**config.mk**
```make
export PLATFORM = sky130hd
export DESIGN_NAME = fitbit_display_sequencer
export DESIGN_NICKNAME = d
export VERILOG_FILES = /design/src/rtl/fitbit_display_sequencer.sv
export SDC_FILE = /design/constraint.sdc
export NUM_CORES = 1
export LEC_CHECK = 0
export BUFFER_PORTS_ARGS = -buffer_cell sky130_fd_sc_hd__buf_2
export CAP_MARGIN = 20
export CORE_MARGIN = 2
export CORE_UTILIZATION = 30
export CTS_CLUSTER_DIAMETER = 120
export DETAILED_ROUTE_END_ITERATION = 10
export HOLD_SLACK_MARGIN = 0.06
export PLACE_DENSITY = 0.54
export SYNTH_ARGS = -nofsm -noshare
export SYNTH_HDL_FRONTEND = slang
export SYNTH_SLANG_ARGS = --single-unit
```
**constraint.sdc**
```tcl
create_clock -name clk -period 4.7 [get_ports clk]
set_input_delay 0.47 -clock clk [delete_from_list [all_inputs] [get_ports clk]]
set_output_delay 0.47 -clock clk [all_outputs]
set_load 0.05 [all_outputs]
```
**src/rtl/fitbit_display_sequencer.sv**
```systemverilog
// Display-channel sequencer: picks one of NUM_CH metric channels for the
// seven-segment driver, rotating every DWELL_SEC seconds in auto mode or on a
// button edge in manual mode. Also emits a once-per-second strobe and a
// one-cycle strobe whenever the shown channel changes.
module fitbit_display_sequencer #(
  parameter int NUM_CH    = 4,
  parameter int DATA_W    = 16,
  parameter int TICK_DIV  = 100_000_000,
  parameter int DWELL_SEC = 2
) (
  input  logic                      clk,
  input  logic                      reset,
  input  logic                      start,
  input  logic                      manual,
  input  logic                      next_btn,
  input  logic [NUM_CH*DATA_W-1:0]  ch_data,
  input  logic [NUM_CH-1:0]         ch_alt,
  output logic [DATA_W-1:0]         disp_data,
  output logic                      disp_alt,
  output logic [$clog2(NUM_CH)-1:0] cur_ch,
  output logic                      sec_tick,
  output logic                      ch_change
);
  localparam int CH_W = $clog2(NUM_CH);
  localparam int PS_W = (TICK_DIV > 1) ? $clog2(TICK_DIV) : 1;
  localparam int DW_W = $clog2(DWELL_SEC + 1);

  localparam logic [PS_W-1:0] PS_LAST = PS_W'(TICK_DIV - 1);
  localparam logic [DW_W-1:0] DW_LAST = DW_W'(DWELL_SEC - 1);
  localparam logic [CH_W-1:0] CH_LAST = CH_W'(NUM_CH - 1);

  typedef enum logic [1:0] {IDLE, AUTO, MANUAL} state_t;

  // channel k lives at ch_data[k*DATA_W +: DATA_W]; view it as a packed array
  logic [NUM_CH-1:0][DATA_W-1:0] ch_vec;
  assign ch_vec = ch_data;

  state_t            state_q,     state_d;
  logic [CH_W-1:0]   cur_ch_q,    cur_ch_d;
  logic [PS_W-1:0]   ps_q,        ps_d;
  logic [DW_W-1:0]   dwell_q,     dwell_d;
  logic              btn_q,       btn_d;
  logic              sec_tick_q,  sec_tick_d;
  logic              ch_change_q, ch_change_d;
  logic [DATA_W-1:0] disp_data_q, disp_data_d;
  logic              disp_alt_q,  disp_alt_d;
  logic              adv;
  logic              btn_rise;

  assign btn_rise = next_btn & ~btn_q;

  // next-state: prescaler, mode FSM, dwell counter, channel advance, display mux
  always_comb begin
    state_d     = state_q;
    cur_ch_d    = cur_ch_q;
    dwell_d     = dwell_q;
    adv         = 1'b0;
    // prescaler free-runs in every state; sec_tick_q mirrors ps_q == PS_LAST
    ps_d        = sec_tick_q ? '0 : ps_q + PS_W'(1);
    sec_tick_d  = (ps_d == PS_LAST);
    btn_d       = next_btn;

    unique case (state_q)
      MANUAL: begin
        if (manual) begin
          if (btn_rise) adv = 1'b1;
        end else if (start) begin
          state_d = AUTO;
          dwell_d = '0;
        end else begin
          state_d = IDLE;
        end
      end
      AUTO: begin
        // manual or a falling start pre-empts an advance landing on the same tick
        if (manual)      state_d = MANUAL;
        else if (!start) state_d = IDLE;
        else if (sec_tick_q) begin
          if (dwell_q == DW_LAST) begin
            adv     = 1'b1;
            dwell_d = '0;
          end else begin
            dwell_d = dwell_q + DW_W'(1);
          end
        end
      end
      default: begin
        if (manual) state_d = MANUAL;
        else if (start) begin
          state_d = AUTO;
          dwell_d = '0;
        end
      end
    endcase

    // explicit wrap: NUM_CH need not be a power of two
    if (adv) cur_ch_d = (cur_ch_q == CH_LAST) ? '0 : cur_ch_q + CH_W'(1);

    ch_change_d = adv;
    disp_data_d = ch_vec[cur_ch_q];
    disp_alt_d  = ch_alt[cur_ch_q];
  end

  // all state and registered outputs; async reset clears everything at once
  always_ff @(posedge clk or posedge reset) begin
    if (reset) begin
      state_q     <= IDLE;
      cur_ch_q    <= '0;
      ps_q        <= '0;
      dwell_q     <= '0;
      btn_q       <= 1'b0;
      sec_tick_q  <= 1'b0;
      ch_change_q <= 1'b0;
      disp_data_q <= '0;
      disp_alt_q  <= 1'b0;
    end else begin
      state_q     <= state_d;
      cur_ch_q    <= cur_ch_d;
      ps_q        <= ps_d;
      dwell_q     <= dwell_d;
      btn_q       <= btn_d;
      sec_tick_q  <= sec_tick_d;
      ch_change_q <= ch_change_d;
      disp_data_q <= disp_data_d;
      disp_alt_q  <= disp_alt_d;
    end
  end

  assign disp_data = disp_data_q;
  assign disp_alt  = disp_alt_q;
  assign cur_ch    = cur_ch_q;
  assign sec_tick  = sec_tick_q;
  assign ch_change = ch_change_q;

endmodule
```
Word-level counts from Yosys, hierarchy flattened:

Index checks and enable logic that the tools add are counted.

* flip-flop bits (word level): 53
* word-level logic and storage cells: 54
* bits of input ports: 73
* output and inout bits: 21

* multiplexer cells: 27
* eq/ne operators: 8
* reduce and logical (&&, ||, !) cells: 3
* bitwise logic cells: 3
* magnitude comparators: 1
* add/subtract/negate cells: 3

Operator list (count)
* binary-select mux 16 bit (select 2 bit): 1
* adder 27 x 1 -> 27 bit (second input constant): 1
* equality test 27 bit (second input constant): 1
* two-way mux 27 bit: 1
* two-way mux 2 bit: 13
* two-way mux 16 bit: 1
* two-way mux 1 bit: 8
* AND reduction 3 bit: 2
* adder 2 x 1 -> 2 bit (second input constant): 2
* equality test 2 x 1 -> 1 bit (second input constant): 2
* equality test 2 bit (second input constant): 2
* inequality test 2 bit (second input constant): 2
* case mux 2 bit (2 select lines): 1
* nonzero test 4 bit: 1
* < comparator 2 x 3 -> 1 bit (second input constant): 1
* inequality test 3 bit (second input constant): 1
* binary-select mux 1 bit (select 2 bit): 1
* inverter 1 bit: 2
* case mux 1 bit (2 select lines): 1
* bitwise AND 1 bit: 1

Logic depth before layout (Yosys ltp):

Gate-level depths: netlist of the first run.

* word-level depth: 6
* depth in mapped cells: 8
* mapped depth without buffers: 7

Least setup slack after synthesis of the first run:

No wires, ideal clock.

* path kind: register to register
* from: register sec_tick_q, in the netlist sec_tick
* to: register cur_ch_q[0], in the netlist cur_ch[0]
* path slack: 2440 ps
* cell stages (with the launch flop): 6
* required time: 4575 ps
* data arrival time: 2135 ps
* setup time: 125 ps
* cells stage by stage: dfrtp_1 > buf_2 > nand2_1 > or4b_2 > a21oi_1 > mux2_2

* word-level cells in the longest chain between the ends: 4

RTL lines
* start, declared: line 43 `logic sec_tick_q, sec_tick_d;`
* start signal, assigned: line 122 `sec_tick_q <= sec_tick_d;`
* two-way mux 1 bit: line 78 `else if (sec_tick_q) begin`
* two-way mux 1 bit: line 77 `else if (!start) state_d = IDLE;`
* two-way mux 1 bit: line 76 `if (manual) state_d = MANUAL;`
* case mux 1 bit (2 select lines): line 63 `unique case (state_q)`
* via adv: line 47 `logic adv;`
* end signal, assigned: line 118 `cur_ch_q <= cur_ch_d;`
* end, declared: line 39 `logic [CH_W-1:0] cur_ch_q, cur_ch_d;`

The timed path passes the listed nets, and every way through them passes these cells.
A chain may end at the register's enable or synchronous reset.

Final worst setup path of the first run:

* from: register ps_q[0]
* to: register sec_tick_q, in the netlist sec_tick

* word-level cells in the longest chain between the ends: 3

RTL lines
* start, declared: line 40 `logic [PS_W-1:0] ps_q, ps_d;`
* start signal, assigned: line 119 `ps_q <= ps_d;`
* adder 27 x 1 -> 27 bit: line 59 `ps_d = sec_tick_q ? '0 : ps_q + PS_W'(1);`
* two-way mux 27 bit: line 59
* equality test 27 bit: line 60 `sec_tick_d = (ps_d == PS_LAST);`
* via sec_tick_d: line 43

The timed path passes the listed nets, and every way through them passes these cells.

==> impl_metrics.tcl, run 1 <==
set metrics [dict create \
    status "complete, no violations" \
    ys_types 54 \
    antenna_found_initial 0 \
    drive_gt1_share_pct 38.8 \
    routedWlPerCell_um 13.2 \
    initial_core_util_pct 30.9 \
    start_kind "flop" \
    fp-row-count 35 \
    p_comb_share_pct 39.9 \
    swShare_pct 38.0 \
    portBuffers 93 \
    crit_family "simple AND/OR/NAND/NOR gates" \
    maxCapViolCount 0 \
    route.detailed.drc 0 \
    place_ws_ns 2.30 \
    h-tree-depth 2 \
    cts_tree "built" \
    switching_power_mw 0.607 \
    postCtsSetupBuffers 0 \
    worstHoldStart "next_btn" \
    routed_wirelength_mm 6.24 \
    slew_violations 0 \
    required_ns 4.94 \
    rr_startpoint "ps_q[0]" \
    root_buffer "clkbuf_8" \
    clk_latency_ns 0.30 \
    vias 2276 \
    path_class "flop to flop" \
    setup.worst_path.end_class "flop" \
    skew_ns 0.00639 \
    grt_pass1_wl_mm 10.6 \
    finalWorstSetupSlack_ns 2.27 \
    syn_area_um2 2870 \
    worstPathArrival_ns 2.67 \
    rsz0062_at_grt "false" \
    p_leak_nw 1.64 \
    multiInputGateArea_um2 1440 \
    dp_hpwl_mm 4.81 \
    syn_avg_cell_area_um2 11.4 \
    min_period_over_period_pct 51.6 \
    cts_hold_buf 0 \
    die_area_um2 10400 \
    critPathMaxStageDelay_ns 0.43 \
    setup_tns_ns 0 \
    cp_slowest_cell "dfrtp_1" \
    hold-worst-slack_ns 0.288 \
    power_density_nw_per_um2 442 \
    die_x_um 102 \
    viasPerCell 4.80 \
    met3WireLength_um 455 \
    num_io_pins 94 \
    seq_area_frac_synth_pct 46.2 \
    met2WireLength_mm 3.00 \
    path_cells "ha_1 -> nand4_2 -> or3_1 -> a221o_1 -> a21oi_1 -> nor4bb_1 -> o2111a_1" \
    nFillCells 962 \
    crit_fanout 7 \
    p_int_mw 0.990 \
    syn_inst 253 \
    clk_pin_slew_ns 0.10 \
    syn_nets 330 \
    postPlaceCellArea_um2 3450 \
    critPathBufInv 0 \
    cts_buffer_depth 2 \
    total_power_mw 1.60 \
    clock_sinks 53 \
    synth_edf_count 0 \
    overflow 0 \
    grt_max_degree 54 \
    diodes 0 \
    regArea_um2 1330 \
    numCtsBuffers 5 \
    final_nets 421 \
    dr.max_layer_used "met4" \
    synth_seq_cells 53 \
    synth_ff_type "dfrtp_1" \
    first_iter_violations 90 \
    fmax_ghz 0.412 \
    firstDrtPassIters 4 \
    yosys_warnings 0 \
    postSynth.asyncResetShare_pct 100 \
    hold_viol 0 \
    startpoint "ps_q[0]" \
    grtUsageTotal_pct 12.9 \
    gp_congestion 0.734 \
    power_frac_clock_pct 23.1 \
    synthToLayoutAreaGrowth_pct 25.7 \
    stdcell_area_um2 3610 \
    final-setup-viol-count 0 \
    drt-met1-wl_mm 2.72 \
    layout_min_cycle_time_ns 2.43 \
    tightest_slew_ns 0.739 \
    antenna_left 0 \
    hp-class "input pin to flop" \
    core_area_um2 9280 \
    die-height_um 102 \
    power_frac_seq_pct 36.9 \
    grt_pass1_vias 2244 \
    ir_drop_mv 0.329 \
    relSlewSlack_pct 50.8 \
    cts_resized 0 \
]
final cells by class:
type | instances | area share, %
clock inverter | 3 | 1.91
multi-input combinational | 178 | 39.9
timing repair buffer | 96 | 14.1
tap | 129 | 4.47
inverter | 10 | 1.04
clock buffer | 5 | 1.91
sequential | 53 | 36.7
Yosys cell counts, types with 5 or more instances:
library cell / count / share of area, %
xor2_1: 7 / 2.1
o21ai_0: 5 / 0.87
xnor2_1: 13 / 4.0
mux4_2: 17 / 13
clkbuf_1: 5 / 0.65
nand3_1: 8 / 1.4
nor3_1: 6 / 1.0
dfrtp_1: 53 / 46
nand2_1: 20 / 2.6
nor2b_1: 7 / 1.5
nor2_1: 28 / 3.7
inv_1: 10 / 1.3
a21oi_1: 7 / 1.2
metal layers:
layer  GRT usage, %  vias up
met4           3.08        0
met5              0        -
met1           18.0     1094
met3           3.21        6
li1               -     1095
met2           20.5       81
through the flow:
stage | utilization [%] | std cells
final | 38.9 | 474
after global routing | 38.9 | 474
after global placement | 37.1 | 465
after floorplan | - | 253
after detailed placement | 37.1 | 465
after CTS | 38.6 | 473
power groups by stage:
stage / combinational, mW / clock (mW) / sequential (mW)
5_1_grt: 0.678 / 0.400 / 0.603
3_5_place_dp: 0.586 / 0 / 0.634
6_report: 0.637 / 0.370 / 0.590
2_1_floorplan: 0.246 / 0 / 0.825
4_1_cts: 0.585 / 0.384 / 0.627
3_3_place_gp: 0.580 / 0 / 0.630
sequential cells by signal (all words and copies together), names as in the netlist:
name and cells:
cur_ch 2, dwell_q 2, sec_tick 1, ch_change 1, ps_q 27, disp_data 16
disp_alt 1, state_q 2, btn_q 1
final timing paths:
check                                    end  slack (ns)  cells past startpoint
max in group asynchronous           ps_q[10]        3.93                      3
worst min register to register    dwell_q[1]        0.52                      1
worst min-delay path                   btn_q        0.29                      1
min in group asynchronous       disp_data[3]        0.34                      3
worst max-delay path                sec_tick        2.27                      7
worst max register to register      sec_tick        2.27                      7
logic make-up (layout without fill, tap and decap cells):
family | after synthesis | after routing | share of synthesized area, %
AND/OR/NAND/NOR | 105 | 105 | 20.5
multiplexers | 20 | 20 | 14.5
AO/OA/AOI/OAI | 29 | 29 | 7.40
XOR/XNOR | 20 | 20 | 6.10
flip-flops | 53 | 53 | 46.2
adder cells (fa/ha/maj) | 4 | 4 | 1.74
buffers and inverters | 22 | 114 | 3.66
placed cells by master, fill, tap and decap left out, types with 2 or more instances in the layout:
cell type,count
clkbuf_8,5
mux4_2,17
nor2_1,28
nand4_1,4
xor2_1,7
or2_2,3
o31ai_1,3
and3_1,2
mux2_2,2
buf_4,2
and4_1,3
dfrtp_1,53
o21ai_0,5
nor3_1,6
a21oi_1,7
or4_1,3
ha_1,4
nor2b_1,7
nand2_1,20
nand3_1,8
bufinv_16,2
nor3b_1,2
buf_2,93
or2_1,2
nor4_1,3
nand2b_1,3
o2111ai_1,2
xnor2_1,13
inv_1,9
No activity file was read; power rests on OpenSTA's default activity.
==> inputs of run 2 (changes only) <==
clock period = 2.4 ns   (was 4.7 ns; I/O delays follow)
==> impl_metrics.tcl, run 2 (synthesized netlist as in run 1, its figures left out) <==
set metrics [dict create \
    place_ws_ns 0.139 \
    die_x_um 102 \
    synthToLayoutAreaGrowth_pct 27.0 \
    p_leak_nw 1.66 \
    power_density_nw_per_um2 828 \
    route.detailed.drc 0 \
    setup_tns_ns 0 \
    cts_buffer_depth 2 \
    drive_gt1_share_pct 39.8 \
    vias 2307 \
    layout_min_cycle_time_ns 2.26 \
    cts_tree "built" \
    antenna_found_initial 0 \
    routedWlPerCell_um 13.6 \
    clock_sinks 53 \
    postCtsSetupBuffers 0 \
    crit_fanout 6 \
    slew_violations 0 \
    firstDrtPassIters 5 \
    hp-class "input pin to flop" \
    num_io_pins 94 \
    maxCapViolCount 0 \
    final_cell_mix "93 x buf_2, 53 x dfrtp_1, 28 x nor2_1" \
    cp_slowest_cell "dfrtp_1" \
    numCtsBuffers 5 \
    clk_pin_slew_ns 0.11 \
    grt_max_degree 30 \
    layout_commonest_cell "buf_2" \
    initial_core_util_pct 30.9 \
    final_nets 428 \
    required_ns 2.66 \
    rsz0062_at_grt "false" \
    min_period_over_period_pct 94.0 \
    regToRegSetupSlack_ns 0.14 \
    core_area_um2 9280 \
    start_kind "flop" \
    die-height_um 102 \
    crit_family "simple AND/OR/NAND/NOR gates" \
    portBuffers 93 \
    first_iter_violations 79 \
    relSlewSlack_pct 64.4 \
    utilization_pct 39.3 \
    clk_latency_ns 0.31 \
    skew_ns 0.00899 \
    fmax_ghz 0.443 \
    grtUsageTotal_pct 13.7 \
    h-tree-depth 2 \
    finalWorstSetupSlack_ns 0.145 \
    critPathMaxStageDelay_ns 0.43 \
    routed_wirelength_mm 6.53 \
    final-setup-viol-count 0 \
    status "complete, no violations" \
    dp_hpwl_mm 5.08 \
    path_cells "ha_1 -> nand4_2 -> or3_1 -> a221o_1 -> a21oi_1 -> nor4bb_1 -> o2111a_1" \
    root_buffer "clkbuf_8" \
    grt_pass1_wl_mm 11.3 \
    setup.worst_path.end_class "flop" \
    antenna_left 0 \
    fp-row-count 35 \
    gp_congestion 0.808 \
    die_area_um2 10400 \
    top_register "ps_q" \
    ir_drop_mv 0.449 \
    path_class "flop to flop" \
    worstPathArrival_ns 2.51 \
    grt_pass1_vias 2321 \
    hold_viol 0 \
    tightest_slew_ns 0.534 \
    hold-worst-slack_ns 0.199 \
    overflow 0 \
    viasPerCell 4.80 \
    diodes 0 \
    largest_reg_flops 27 \
    critPathBufInv 0 \
]
run 2: metrics by stage:
step                std cells  power (mW)  instance area (um2)
floorplan                 253        2.10                 2870
global placement          471        2.39                 3500
detailed placement        471        2.41                 3500
CTS                       481        3.07                 3640
global route              481        3.19                 3650
finish                    481        3.02                 3650
run 2: per-layer routing:
| metal | global-route usage, % | wire [um] | up-vias |
|---|---|---|---|
| met1 | 19.2 | 2890 | 1089 |
| li1 | - | - | 1116 |
| met5 | 0 | 0 | - |
| met2 | 21.4 | 3110 | 95 |
| met4 | 3.49 | 61 | 0 |
| met3 | 3.49 | 469 | 7 |
run 2: layout make-up:
class / instances / area, um2
clock buffers: 5 / 68.8
clock inverters: 3 / 50.0
flip-flops and latches: 53 / 1330
fillers: 964 / 5640
repair buffers: 103 / 558
well taps: 129 / 161
inverters: 10 / 37.5
multi-input cells: 178 / 1450
run 2: power by group:
group / switching [mW] / internal (mW)
logic: 0.806 / 0.448
clock network: 0.328 / 0.320
registers: 0.0752 / 1.04
run 2: timing repair:
| item | CTS | global route |
|---|---|---|
| resized for setup | 0 | 1 |
| hold endpoints to repair | 25 | 0 |
| hold buffers | 2 | 0 |
| setup endpoints to repair | 0 | 1 |
run 2: worst paths after layout:
| kind | to | start | cells past startpoint |
|---|---|---|---|
| worst max-delay path | sec_tick | ps_q[0] | 7 |
| worst min-delay path | state_q[0] | manual | 2 |
| worst max register to register | sec_tick | ps_q[0] | 7 |
| worst min register to register | dwell_q[1] | dwell_q[1] | 1 |
| max in group asynchronous | ps_q[14] | reset | 4 |
| min in group asynchronous | ps_q[16] | reset | 3 |
==> inputs of run 3 (changes only) <==
ABC_AREA = 1   (was not set)
PLACE_DENSITY = 0.53   (was 0.54)
==> impl_metrics.tcl, run 3 <==
set metrics [dict create \
    ir_drop_mv 0.538 \
    h-tree-depth 2 \
    final_nets 598 \
    switching_power_mw 1.58 \
    dr.max_layer_used "met4" \
    gp_congestion 0.800 \
    portBuffers 93 \
    met2WireLength_mm 4.02 \
    crit_fanout 6 \
    cp_slowest_cell "dfrtp_1" \
    worstPathArrival_ns 2.13 \
    overflow 0 \
    synthToLayoutAreaGrowth_pct 23.8 \
    numCtsBuffers 5 \
    postSynth.asyncResetShare_pct 100 \
    synth_commonest_cells "89 x nor2_1, 85 x nand2_1, 54 x inv_1" \
    die_area_um2 11100 \
    yosys_warnings 0 \
    path_cells "ha_1 -> nand2_2 -> nor2_4 -> nand3_2 -> inv_2 -> nand3_1 -> nand2_1 -> nand3_1 -> nor2_1 -> nand2_1 -> nor3_2" \
    relSlewSlack_pct 42.2 \
    clk_latency_ns 0.32 \
    clk_pin_slew_ns 0.11 \
    die_x_um 105 \
    fin_cells 655 \
    rr_startpoint "ps_q[0]" \
    swShare_pct 46.8 \
    cts_buffer_depth 2 \
    regToRegSetupSlack_ns 0.52 \
    status "complete, no violations" \
    core_area_um2 9860 \
    grt_max_degree 54 \
    min_period_over_period_pct 78.3 \
    p_int_mw 1.79 \
    nFillCells 1050 \
    p_leak_nw 1.98 \
    fmax_ghz 0.532 \
    path_depth 11 \
    antenna_left 0 \
    setup_tns_ns 0 \
    layout_commonest_cell "buf_2" \
    final-setup-viol-count 0 \
    power_frac_seq_pct 34.8 \
    num_io_pins 94 \
    synth_seq_cells 53 \
    syn_area_um2 3080 \
    grtUsageTotal_pct 15.3 \
    tightest_slew_ns 0.866 \
    fp-row-count 36 \
    cts_tree "built" \
    firstDrtPassIters 4 \
    power_density_nw_per_um2 886 \
    synth_ff_type "dfrtp_1" \
    utilization_pct 38.6 \
    die-height_um 105 \
    required_ns 2.65 \
    route.detailed.drc 0 \
    syn_nets 506 \
    setup.worst_path.end_class "flop" \
    grt_pass1_wl_mm 13.7 \
    drt-met1-wl_mm 3.60 \
    seq_area_frac_synth_pct 43.1 \
    skew_ns 0.0113 \
    critPathMaxStageDelay_ns 0.43 \
    layout_min_cycle_time_ns 1.88 \
    synth.top_cell.area_share_pct 43.1 \
    dp_hpwl_mm 6.52 \
    power_frac_clock_pct 19.4 \
    rsz0062_at_grt "false" \
    clock_sinks 53 \
    path_class "flop to flop" \
    critPathBufInv 1 \
    initial_core_util_pct 31.2 \
    crit_end "sec_tick" \
    crit_family "simple AND/OR/NAND/NOR gates" \
    synth.top_cells.by_area "dfrtp_1 43%, nor2_1 11%, nand2_1 10%, inv_1 6.6%, o21ai_0 6.3%" \
    cts_resized 0 \
    drive_gt1_share_pct 25.1 \
    routed_wirelength_mm 8.28 \
    ys_types 31 \
    hold_viol 0 \
    start_kind "flop" \
    vias 3043 \
    largest_reg_flops 27 \
    synth.most_common_cell "nor2_1" \
    root_buffer "clkbuf_8" \
    met3WireLength_um 581 \
    syn_avg_cell_area_um2 7.17 \
    p_comb_share_pct 45.8 \
    syn_inst 429 \
    placed_cells 646 \
    timing.rr.end "sec_tick" \
    yosysTopAreaCell "dfrtp_1" \
    startpoint "ps_q[0]" \
    first_iter_violations 91 \
    rr_worst_depth 11 \
    final_cell_mix "93 x buf_2, 89 x nor2_1, 85 x nand2_1" \
    maxCapViolCount 0 \
    slew_violations 0 \
    hp-class "input pin to async pin" \
    routedWlPerCell_um 12.6 \
    viasPerCell 4.65 \
    synth_edf_count 0 \
    grt_pass1_vias 2889 \
    antenna_found_initial 0 \
    diodes 0 \
    top_register "ps_q" \
]
==> run 3: cell count changes in the layout (fill, tap and decap cells not counted), sizes merged, moves of 16 or more <==
cell	previous run	this run
mux4	17	0
o21ai	5	40
o22ai	1	17
nor2	28	104
nand3	9	34
nand2	20	89
inv	11	58
==> run 3: layout make-up <==
type / count / area (um2) / area share [%]
clock inverters: 3 / 47.5 / 1.25
inverters: 56 / 210 / 5.52
clock buffers: 5 / 68.8 / 1.81
repair buffers: 97 / 498 / 13.1
multi-input cells: 308 / 1490 / 39.2
flip-flops and latches: 53 / 1330 / 34.8
well taps: 133 / 166 / 4.37
==> run 3: per-stage QoR <==
stage,hold WS [ns],cell area [um2],setup WS [ns],power (mW)
after global routing,0.167,3810,0.316,3.58
after global placement,0.372,3680,0.578,2.75
after CTS,0.116,3810,0.501,3.42
after floorplan,0.271,3080,0.637,2.34
after detailed placement,0.367,3680,0.525,2.76
final,0.0888,3810,0.521,3.37
==> run 3: repair_timing <==
item                                    in CTS  in global routing
hold endpoints to repair                     1                  0
hold buffers                                 1                  0
buffers inserted                             0                  0
endpoints found under the setup margin       0                  0
==> run 3: how the worst min path moves through the flow <==
stage              from           end  slack [ns]
2_1_floorplan  next_btn         btn_q        0.27
6_report          reset  disp_data[9]        0.09
5_1_grt           reset       ps_q[7]        0.17
4_1_cts           reset       ps_q[1]        0.12
3_5_place_dp   next_btn         btn_q        0.37
3_3_place_gp   next_btn         btn_q        0.37
==> run 3: power groups by stage <==
stage	combinational, mW	sequential, mW	clock (mW)
floorplan	0.583	1.76	0
detailed placement	1.56	1.19	0
global placement	1.55	1.20	0
CTS	1.57	1.18	0.673
finish	1.54	1.17	0.656
global route	1.67	1.20	0.709
==> run 3: cell families (layout without fill, tap and decap cells) <==
logic type               count (synthesis)  in the layout  share of synthesized area (%)
buffers and inverters                   68            161                           8.41
AND/OR/NAND/NOR                        238            238                           34.9
AO/OA/AOI/OAI                           66             66                           12.0
adder cells (fa/ha/maj)                  4              4                           1.63
flip-flops                              53             53                           43.1
==> run 3: worst register-to-register path, delay by kind of cell, from the launching register on <==
| family | cells | cell delay [ns] |
|---|---|---|
| adders and majority gates | 1 | 0.25 |
| DFF | 1 | 0.43 |
| and+or+nand+nor | 9 | 1.02 |
| buffers and inverters | 1 | 0.11 |
==> run 3: per-layer routing <==
| metal | global-route usage, % | up-vias |
|---|---|---|
| met5 | 0 | - |
| met3 | 4.02 | 6 |
| met4 | 3.43 | 0 |
| met1 | 18.8 | 1384 |
| li1 | - | 1558 |
| met2 | 26.8 | 95 |
